--- src/rtl/pp_level_accumulator_pkg.sv ---
// Shared definitions for the L4 level accumulator: FSM encoding and the
// partial-product vector geometry also used by the partial-product generator.
package pp_level_accumulator_pkg;

  typedef enum logic [1:0] {
    ST_IDLE  = 2'd0,
    ST_ACCUM = 2'd1,
    ST_DONE  = 2'd2
  } state_e;

  localparam int LVL_W = 4;

  // Total bits occupied by levels 1..n of a PP vector.
  function automatic int pp_length(input int m, input int n);
    return (m + 1) * n - (n * (n + 1)) / 2;
  endfunction

  function automatic int seg_width(input int m, input int j);
    return m - j + 1;
  endfunction

  // MSB index of level j inside a vector holding max_level levels.
  function automatic int seg_hi(input int m, input int max_level, input int j);
    return pp_length(m, max_level) - 1 - pp_length(m, j - 1);
  endfunction

  function automatic int seg_shift(input int m, input int j);
    return m + 1 - 2 * j;
  endfunction

endpackage

--- src/rtl/pp_level_accumulator_segment_mux.sv ---
// Picks the level-lvl segment out of a concatenated PP vector and returns it
// zero-extended and shifted to its weight in the 2M+2-bit product.
module pp_segment_mux
  import pp_level_accumulator_pkg::*;
#(
  parameter  int MANTISSA_WIDTH = 23,
  parameter  int MAX_LEVEL      = 9,
  localparam int PP_LEN         = pp_length(MANTISSA_WIDTH, MAX_LEVEL),
  localparam int PROD_W         = 2 * MANTISSA_WIDTH + 2
) (
  input  logic [PP_LEN-1:0] pp_i,
  input  logic [LVL_W-1:0]  lvl_i,
  output logic [PROD_W-1:0] seg_o
);

  logic [PROD_W-1:0] aligned [1:MAX_LEVEL];

  for (genvar j = 1; j <= MAX_LEVEL; j++) begin : g_level
    localparam int W  = seg_width(MANTISSA_WIDTH, j);
    localparam int HI = seg_hi(MANTISSA_WIDTH, MAX_LEVEL, j);
    localparam int SH = seg_shift(MANTISSA_WIDTH, j);
    assign aligned[j] = PROD_W'(pp_i[HI -: W]) << SH;
  end

  // NOTE: seg_o gets a default before the loop so every path assigns it and no latch is inferred.
  always_comb begin
    seg_o = '0;
    for (int j = 1; j <= MAX_LEVEL; j++) begin
      if (lvl_i == LVL_W'(j)) seg_o = aligned[j];
    end
  end

endmodule

--- src/rtl/pp_level_accumulator.sv ---
// Sums the per-level partial products onto 1 + X + Y, one level per cycle,
// producing the approximate (1.X)*(1.Y) mantissa product.
module pp_level_accumulator
  import pp_level_accumulator_pkg::*;
#(
  parameter  int MANTISSA_WIDTH = 23,
  parameter  int MAX_LEVEL      = 9,
  localparam int PP_LEN         = pp_length(MANTISSA_WIDTH, MAX_LEVEL),
  localparam int PROD_W         = 2 * MANTISSA_WIDTH + 2
) (
  input  logic                      Clk,
  input  logic                      Rst_n,
  input  logic                      In_Valid,
  output logic                      In_Ready,
  input  logic [MANTISSA_WIDTH-1:0] Mantissa_X,
  input  logic [MANTISSA_WIDTH-1:0] Mantissa_Y,
  input  logic [PP_LEN-1:0]         Partial_Product_X,
  input  logic [PP_LEN-1:0]         Partial_Product_Y,
  input  logic [LVL_W-1:0]          Level_Cfg,
  output logic                      Out_Valid,
  input  logic                      Out_Ready,
  output logic [PROD_W-1:0]         Product
);

  localparam int M = MANTISSA_WIDTH;

  state_e              state_q, state_d;
  logic [LVL_W-1:0]    lvl_q, lvl_d;
  logic [LVL_W-1:0]    cfg_q, cfg_d;
  logic [PP_LEN-1:0]   ppx_q, ppx_d;
  logic [PP_LEN-1:0]   ppy_q, ppy_d;
  logic [PROD_W-1:0]   acc_q, acc_d;

  logic [LVL_W-1:0]    cfg_clamped;
  logic [PROD_W-1:0]   seg_x, seg_y;
  logic [PROD_W-1:0]   add_a, add_b, add_c, acc_sum;

  assign cfg_clamped = (Level_Cfg > LVL_W'(MAX_LEVEL)) ? LVL_W'(MAX_LEVEL) : Level_Cfg;

  pp_segment_mux #(
    .MANTISSA_WIDTH (MANTISSA_WIDTH),
    .MAX_LEVEL      (MAX_LEVEL)
  ) u_seg_x (
    .pp_i  (ppx_q),
    .lvl_i (lvl_q),
    .seg_o (seg_x)
  );

  pp_segment_mux #(
    .MANTISSA_WIDTH (MANTISSA_WIDTH),
    .MAX_LEVEL      (MAX_LEVEL)
  ) u_seg_y (
    .pp_i  (ppy_q),
    .lvl_i (lvl_q),
    .seg_o (seg_y)
  );

  // The single 3-input adder builds the base term in IDLE and adds one level per ACCUM cycle.
  always_comb begin
    if (state_q == ST_IDLE) begin
      add_a = PROD_W'(1) << (2 * M);
      add_b = PROD_W'(Mantissa_X) << M;
      add_c = PROD_W'(Mantissa_Y) << M;
    end else begin
      add_a = acc_q;
      add_b = seg_x;
      add_c = seg_y;
    end
  end

  assign acc_sum = add_a + add_b + add_c;

  // FSM: state register
  // NOTE: sequential state uses non-blocking assignments so every flop samples pre-edge values.
  always_ff @(posedge Clk or negedge Rst_n) begin
    if (!Rst_n) state_q <= ST_IDLE;
    else        state_q <= state_d;
  end

  // FSM: next state
  always_comb begin
    state_d = state_q;
    unique case (state_q)
      ST_IDLE:  if (In_Valid) state_d = (cfg_clamped == '0) ? ST_DONE : ST_ACCUM;
      ST_ACCUM: if (lvl_q == cfg_q) state_d = ST_DONE;
      ST_DONE:  if (Out_Ready) state_d = ST_IDLE;
      default:  state_d = ST_IDLE;
    endcase
  end

  // FSM: outputs
  always_comb begin
    In_Ready  = 1'b0;
    Out_Valid = 1'b0;
    unique case (state_q)
      ST_IDLE: In_Ready  = 1'b1;
      ST_DONE: Out_Valid = 1'b1;
      default: ;
    endcase
    Product = Out_Valid ? acc_q : '0;
  end

  // Datapath next state: inputs are captured only on the accept cycle.
  always_comb begin
    lvl_d = lvl_q;
    cfg_d = cfg_q;
    ppx_d = ppx_q;
    ppy_d = ppy_q;
    acc_d = acc_q;
    unique case (state_q)
      ST_IDLE: begin
        if (In_Valid) begin
          ppx_d = Partial_Product_X;
          ppy_d = Partial_Product_Y;
          cfg_d = cfg_clamped;
          acc_d = acc_sum;
          lvl_d = LVL_W'(1);
        end
      end
      ST_ACCUM: begin
        acc_d = acc_sum;
        if (lvl_q != cfg_q) lvl_d = lvl_q + LVL_W'(1);
      end
      default: ;
    endcase
  end

  // NOTE: the capture registers are reset too, so a reset mid-operation leaves no stale operands behind.
  always_ff @(posedge Clk or negedge Rst_n) begin
    if (!Rst_n) begin
      lvl_q <= '0;
      cfg_q <= '0;
      ppx_q <= '0;
      ppy_q <= '0;
      acc_q <= '0;
    end else begin
      lvl_q <= lvl_d;
      cfg_q <= cfg_d;
      ppx_q <= ppx_d;
      ppy_q <= ppy_d;
      acc_q <= acc_d;
    end
  end

endmodule

--- config.mk ---
export PLATFORM = sky130hd
export DESIGN_NAME = pp_level_accumulator
export DESIGN_NICKNAME = d
export VERILOG_FILES = /design/src/rtl/pp_level_accumulator_pkg.sv /design/src/rtl/pp_level_accumulator_segment_mux.sv /design/src/rtl/pp_level_accumulator.sv
export SDC_FILE = /design/constraint.sdc
export NUM_CORES = 1
export LEC_CHECK = 0
export ABC_CLOCK_PERIOD_IN_PS = 6350
export CORE_MARGIN = 5
export CORE_UTILIZATION = 52
export DETAILED_ROUTE_END_ITERATION = 8
export PLACE_DENSITY_LB_ADDON = 0.1
export REMOVE_ABC_BUFFERS = 1
export SLEW_MARGIN = 20
export SYNTH_ARGS = -nofsm -noshare
export SYNTH_HDL_FRONTEND = slang
export SYNTH_SLANG_ARGS = --single-unit
--- constraint.sdc ---
create_clock -name Clk -period 6.35 [get_ports Clk]
set_input_delay 1.27 -clock Clk [delete_from_list [all_inputs] [get_ports Clk]]
set_output_delay 1.27 -clock Clk [all_outputs]
set_load 0.01 [all_outputs]
==> key figures, run 1 <==
Timing
  • Period utilization: 91.8%
  • Fin. max-slew vios: 0
  • Clock Skew: between 0.01 and 0.015 ns
  • Max Freq: roughly 170 MHz
  • Setup TNS: 0 ns
  • Fin. Hold Viols: 0
  • Fin crit period: 5.83 ns
  • Hold Slack: 0.470 ns
  • Slew @ Worst Pin: 0.949 ns
  • RSZ-0062 raised after global routing: false
  • Worst setup margin: about 0.52 ns
  • Count of final setup violators: 0
  • Slew HR: 36.7%

Worst hold path
  • Hold path cells: 2
  • Hold Path Class: flip-flop to flip-flop

Power and ir drop
  • Comb pwr share: 55.1%
  • Int Pwr: slightly below 9 mW
  • Sequential share of power: roughly 28%
  • Post-layout power: approximately 16 mW
  • Sw frac: 45.4%
  • Leak: between 10 and 15 nW
  • NetSw: ~7.3 mW
  • Clk network pwr share: approximately 17%
  • Peak supply drop: ~0.00036 V
  • Power density cells: around 580 nW/µm²

Layout
  • Fin util: between 60% and 70%
  • Share of layout cells above drive strength 1: ~4.6%
  • Final Non-Filler Cells: 3582
  • Area growth, synth to finish: 29.9%
  • Fin area: around 28000 µm²
  • Fin nets: 3493

Placed design
  • GPL Wtd Cong: slightly above 0.9
  • I/O Buffers: around 450
  • Placed Instance Area: approximately 26000 µm²
  • Pre-CTS WS: between 0.5 and 0.6 ns
  • HPWL after DPL: approximately 50000 µm
  • Inst Count DP: roughly 3500

Floorplanning
  • Placement Rows: 74
  • Die area: roughly 45000 µm²
  • Die Height: approximately 210 µm
  • I/O Pins: between 400 and 500
  • Core Area: slightly above 40000 µm²
  • Initial Util: between 50% and 60%
  • Die Wd: between 200 and 250 µm

Clock network
  • Worst-Skew Late Latency: between 0.5 and 0.6 ns
  • Clock transition at the registers of the reported paths: approximately 0.060 ns
  • TritonCTS Buffers: 44
  • CTS tree: yes
  • Clock root buffer master: clkbuf_16
  • Clock Path Buffers: 3
  • Clock tree sinks: 400
  • Postcts setup bufs: 0
  • H-Tree Depth: 2

Yosys
  • Seq/Total Area, Yosys: a little under half
  • #FFs+latches synth: 400
  • Synth unique cells: 62
  • Post-synthesis mux area share: less than 1%
  • Most frequent cell after synthesis: nand2_1
  • Synth warn: 0
  • Post-synth top area share: between 40 and 50%
  • Mapped Cells: 2655
  • Ys async rst share: 100%
  • Post-synth top cells: 1183 x nand2_1, 400 x dfrtp_1, 147 x clkbuf_1
  • Top FF cell, synth: dfrtp_1
  • Cell area after synthesis: between 20000 and 25000 µm²
  • Largest cells by area after synthesis: dfrtp_1 47%, nand2_1 21%, fa_1 3.8%, clkbuf_1 2.6%, ha_1 2.6%
  • Complex-gate fraction of the synthesized area: 13.5%
  • Post-synthesis adder-cell area fraction: 6.40%
  • Largest family of logic cells by synthesized area: simple AND/OR/NAND/NOR gates
  • Simple-gate share of the synthesized area: 27.2%
  • Number of synthesized flops with an enable pin: 0
  • Post-Synthesis Mean Instance Area: 8.07 µm²
  • Xor and xnor area share after synthesis: 1.47%
  • Dominant cell type by area after synthesis: dfrtp_1

Detailed routing
  • Routed vias: 19900
  • Post-route ant nets: 0
  • Post-route DRC: 0
  • First-pass iteration count of the detailed router: 7
  • Vias per inst: approximately 5.6
  • Final wirelength: roughly 70000 µm
  • Initial drt markers: 1859
  • Avg WL per Cell: around 20 µm

Critical path
  • CP Max Fanout: 22
  • WP buf/inv: 2
  • Path length in cells of the critical path: 20
  • CP top delay family: compound AO/OA/AOI/OAI gates
  • R2R depth: 20
  • Crit-path cells: ha_1, nand2_2, nand2_1, buf_4, a221oi_1, o311ai_0, o21ai_0, o21ai_0, nand3_1, fa_1, inv_1, ha_1, nand4_1, or2_2, o21ai_0, o21bai_1, a21oi_1, nor2_1, xor2_1, a21oi_1
  • CP required: 6.83 ns
  • Slowest-stage cell, CP: ha_1
  • CP Launch Type: flip-flop
  • Crit path capture type: flip-flop
  • Setup CP Type: flip-flop to flip-flop
  • R2R Setup Slk: 0.52 ns
  • Max stage delay on crit path: roughly 0.64 ns
  • Worst EP arrival: roughly 6.3 ns
  • Most used cell, CP: o21ai_0

Global route
  • Largest net degree at the start of global routing: roughly 150
  • Vias in the first global route: just over 20000
  • First-pass GRT wire length: between 100000 and 150000 µm
  • GRT overflow: 0
  • GRT Resource Usage Total: a little under a third
  • Antenna violations before repair: 5

Run status
  • Outcome: complete, no violations

Job
  • MaxCap Viol Count: 0
-- final timing paths --
| kind | end | startpoint |
|---|---|---|
| min in group asynchronous | ppy_q[35] | Rst_n |
| max in group asynchronous | ppy_q[157] | Rst_n |
| max | acc_q[31] | lvl_q[0] |
| max reg2reg | acc_q[31] | lvl_q[0] |
| min | ppx_q[64] | ppx_q[64] |
| min reg2reg | ppx_q[64] | ppx_q[64] |
-- routing by layer --
layer / vias to the layer above / track usage [%] / part of all wire (%)
li1: 9385 / - / -
met1: 9630 / 40.4 / 41
met2: 763 / 50.1 / 48
met3: 164 / 5.23 / 7.1
met4: 4 / 12.1 / 4.1
met5: - / 0 / 0.030
-- what timing repair did --
action / 4_1_cts / 5_1_grt
resized for setup: 0 / 2
setup endpoints to repair: 0 / 1
hold buffers: 0 / 0
-- logic make-up (layout without fill, tap and decap cells) --
group           Yosys count  in the layout
mux                       2              2
xor+xnor                 36             36
flops                   400            400
other cells               0              3
compound gates          428            428
simple gates           1447           1447
fa+ha+maj                85             85
buf+inv                 257            649
-- tightest hold or removal path: stages, from the launching register on --
cell     delay [ns]
dfrtp_1        0.34
nand2_1        0.05
nand2_1        0.05
-- power groups by stage --
stage          registers (mW)  clock network [mW]  logic (mW)
3_5_place_dp             4.54                   0        8.77
3_3_place_gp             4.51                   0        8.61
2_1_floorplan            4.28                   0        6.68
4_1_cts                  4.52                2.74        8.85
6_report                 4.55                2.71        8.90
5_1_grt                  4.67                2.85        9.99
-- state kept, by name, summed over array words and instances (netlist names) --
name / count
lvl_q: 4
ppy_q: 171
cfg_q: 4
state_q: 2
acc_q: 48
ppx_q: 171
-- cell type report --
class                   instances  area [µm²]
clock inverters                23         293
flip-flops and latches        400       10000
fillers                      3329       13000
inverters                      92         345
multi-input cells            1998       10500
diodes                          3        7.51
repair buffers                476        4770
well taps                     532         666
clock buffers                  58        1230
-- cell usage in the layout, fill, tap and decap left out, drive strengths merged, types with 24 or more instances in the layout --
master	instances
o211ai	24
clkdlybuf4s50	444
and2	70
a221oi	38
ha	44
clkbuf	58
dfrtp	400
a21oi	108
a22oi	33
inv	98
buf	32
o22ai	27
fa	41
nor2	100
nand2	1183
o21ai	70
Power figures use the tool's default switching activity.
==> run 2, diff against run 1 <==
--- a/config.mk
+++ b/config.mk
@@ -8,6 +8,7 @@
 export ABC_CLOCK_PERIOD_IN_PS = 6350
 export CORE_MARGIN = 5
 export CORE_UTILIZATION = 52
+export CTS_CLUSTER_DIAMETER = 50
 export DETAILED_ROUTE_END_ITERATION = 8
 export PLACE_DENSITY_LB_ADDON = 0.1
 export REMOVE_ABC_BUFFERS = 1
==> key figures, run 2 (synthesis results as in run 1) <==
Power and ir drop
  • Sw frac: 45.6% (+0.22 points)
  • NetSw: 7.40 mW (+0.92%)
  • Int Pwr: 8.82 mW (about the same)
  • Peak supply drop: 0.000363 V (+1.5%)
  • Comb pwr share: 55.0% (about the same)
  • Power density cells: 582 nW/µm² (+0.26%)
  • Clk network pwr share: 17.0% (+0.2 points)
  • Leak: 13.6 nW (+0.11%)
  • Sequential share of power: 28.0% (about the same)

Job
  • MaxCap Viol Count: 0 (unchanged)

Placed design
  • HPWL after DPL: 50000 µm (unchanged)
  • Pre-CTS WS: 0.552 ns (unchanged)
  • GPL Wtd Cong: 0.935 (unchanged)
  • Placed Instance Area: 26200 µm² (unchanged)
  • I/O Buffers: 445 (unchanged)

Layout
  • Area growth, synth to finish: 30.1%
  • Fin area: 27900 µm² (+0.17%)
  • Fin nets: 3497 (+0.11%)
  • Most frequent cells in the layout: 1179 x nand2_1, 444 x clkdlybuf4s50_1, 400 x dfrtp_1
  • Share of layout cells above drive strength 1: 4.72% (+0.089 points)
  • Commonest non-fill, non-tap cell in the layout: nand2_1
  • Filler cell count: 3326 (-0.090%)
  • Top flop regs: ppx_q (171), ppy_q (171), acc_q (48)

Floorplanning
  • Die Wd: 213 µm (unchanged)
  • I/O Pins: 446 (unchanged)
  • Core Area: 40800 µm² (unchanged)
  • Die Height: 213 µm (unchanged)
  • Placement Rows: 74 (unchanged)
  • Initial Util: 52.5% (unchanged)
  • Die area: 45300 µm² (unchanged)

Timing
  • RSZ-0062 raised after global routing: false
  • Period utilization: 93.2% (+1.4 points)
  • Slew @ Worst Pin: 0.956 ns (+0.00690 ns)
  • Fin. Hold Viols: 0 (unchanged)
  • Slew HR: 36.1% (-0.61 points)
  • Count of final setup violators: 0 (unchanged)
  • Clock Skew: 0.0196 ns (+0.00571 ns)
  • Worst setup margin: 0.431 ns (-0.0875 ns)
  • Max Freq: 169 MHz (-1.5%)
  • Fin. max-slew vios: 0 (unchanged)
  • Fin crit period: 5.92 ns (+0.0875 ns)

Global route
  • First-pass GRT wire length: 109000 µm (-0.12%)
  • Antenna violations before repair: 4 (-1)
  • GRT overflow: 0 (unchanged)
  • GRT Resource Usage Total: 30.4% (about the same)
  • Largest net degree at the start of global routing: 154 (unchanged)
  • Vias in the first global route: 20400 (-0.47%)

Clock network
  • TritonCTS Buffers: 48 (+9.1%)
  • Post-cts resize count: 0 (unchanged)
  • Clock Path Buffers: 3 (unchanged)
  • CTS tree: yes
  • H-Tree Depth: 2 (unchanged)
  • Worst-Skew Late Latency: 0.58 ns (about the same)
  • Clock root buffer master: clkbuf_16
  • Postcts setup bufs: 0 (unchanged)
  • CTS hold repair buffers: 0 (unchanged)
  • Clock tree sinks: 400 (unchanged)
  • Clock transition at the registers of the reported paths: 0.06 ns (about the same)

Detailed routing
  • Post-route DRC: 0 (unchanged)
  • Final wirelength: 70200 µm (+0.22%)
  • Vias per inst: 5.58 (+0.24%)
  • First-pass iteration count of the detailed router: 5 (-2)
  • Initial drt markers: 1715 (-7.7%)
  • Avg WL per Cell: 19.6 µm (about the same)
  • Post-route ant nets: 0 (unchanged)
  • Routed vias: 20000 (+0.41%)

Critical path
  • Worst EP arrival: 6.41 ns (+0.09 ns)
  • CP Max Fanout: 19 (-14%)
  • R2R depth: 18 (-10%)
  • Crit path capture type: flip-flop
  • CP Launch Type: flip-flop
  • CP required: 6.84 ns (about the same)
  • Setup CP Type: flip-flop to flip-flop

Run status
  • Outcome: complete, no violations

Worst hold path
  • Hold Path Class: flip-flop to flip-flop
  • Hold path cells: 2 (unchanged)
## run 2: cell count changes in the layout (fill, tap and decap cells not counted), moves of 2 or more
cell	change
clkbuf_16	+4
clkbuf_8	-3
clkinv_4	+3
clkinvlp_4	+3
inv_6	-3
bufinv_16	-2
inv_8	+2
## run 2: worst paths after layout
check	startpoint	to	slack, ns
max in group asynchronous	Rst_n	ppy_q[139]	4.41
worst min-delay path	ppx_q[64]	ppx_q[64]	0.47
worst min register to register	ppx_q[64]	ppx_q[64]	0.47
worst max register to register	lvl_q[2]	acc_q[31]	0.43
min in group asynchronous	Rst_n	ppy_q[53]	0.62
worst max-delay path	lvl_q[2]	acc_q[31]	0.43
## run 2: cell type report
| cell class | count | area (µm²) | area share [%] |
|---|---|---|---|
| diodes | 3 | 7.51 | 0.0269 |
| clock buffers | 60 | 1300 | 4.66 |
| clock inverters | 27 | 283 | 1.02 |
| inverters | 92 | 345 | 1.24 |
| multi-input cells | 1998 | 10500 | 37.6 |
| flip-flops and latches | 400 | 10000 | 35.9 |
| well taps | 532 | 666 | 2.39 |
| repair buffers | 476 | 4770 | 17.1 |
## run 2: worst max-delay path, stage by stage (launching register included)
cell and delay (ns):
dfrtp_1 0.48, nor2b_1 0.67, nand2_1 0.73, buf_4 0.43, o311ai_0 0.12, o21ai_0 0.21
o21ai_0 0.21, nand3_1 0.14, fa_1 0.56, inv_1 0.05, ha_1 0.43, nand4_1 0.20
or2_2 0.31, o21ai_0 0.47, o21bai_1 0.20, a21oi_1 0.21, nor2_1 0.08, xor2_1 0.15
a21oi_1 0.16
## run 2: per-layer routing
| metal | up-vias | GRT usage (%) | share of wire, % |
|---|---|---|---|
| li1 | 9391 | - | - |
| met1 | 9705 | 40.6 | 40 |
| met2 | 781 | 50.1 | 48 |
| met3 | 147 | 5.48 | 7.6 |
| met4 | 4 | 11.5 | 3.7 |
| met5 | - | 0 | 0.030 |
## run 2: power groups by stage
stage               Sequential, mW  Combinational, mW  Clock (mW)
global route                  4.67               9.99        2.89
detailed placement            4.54               8.77           0
floorplan                     4.28               6.68           0
global placement              4.51               8.61           0
finish                        4.55               8.92        2.76
CTS                           4.52               8.86        2.80
## run 2: stage by stage
step	instances	hold WS [ns]	power (mW)	util, %	TNS [ns]
final	3588	0.469	16.2	68.2	0
after global routing	3585	0.488	17.6	68.2	0
after CTS	3583	0.472	16.2	68.1	0
after floorplan	2490	0.437	11.0	-	-868.59
after global placement	3496	0.453	13.1	64.2	0
after detailed placement	3496	0.458	13.3	64.2	0
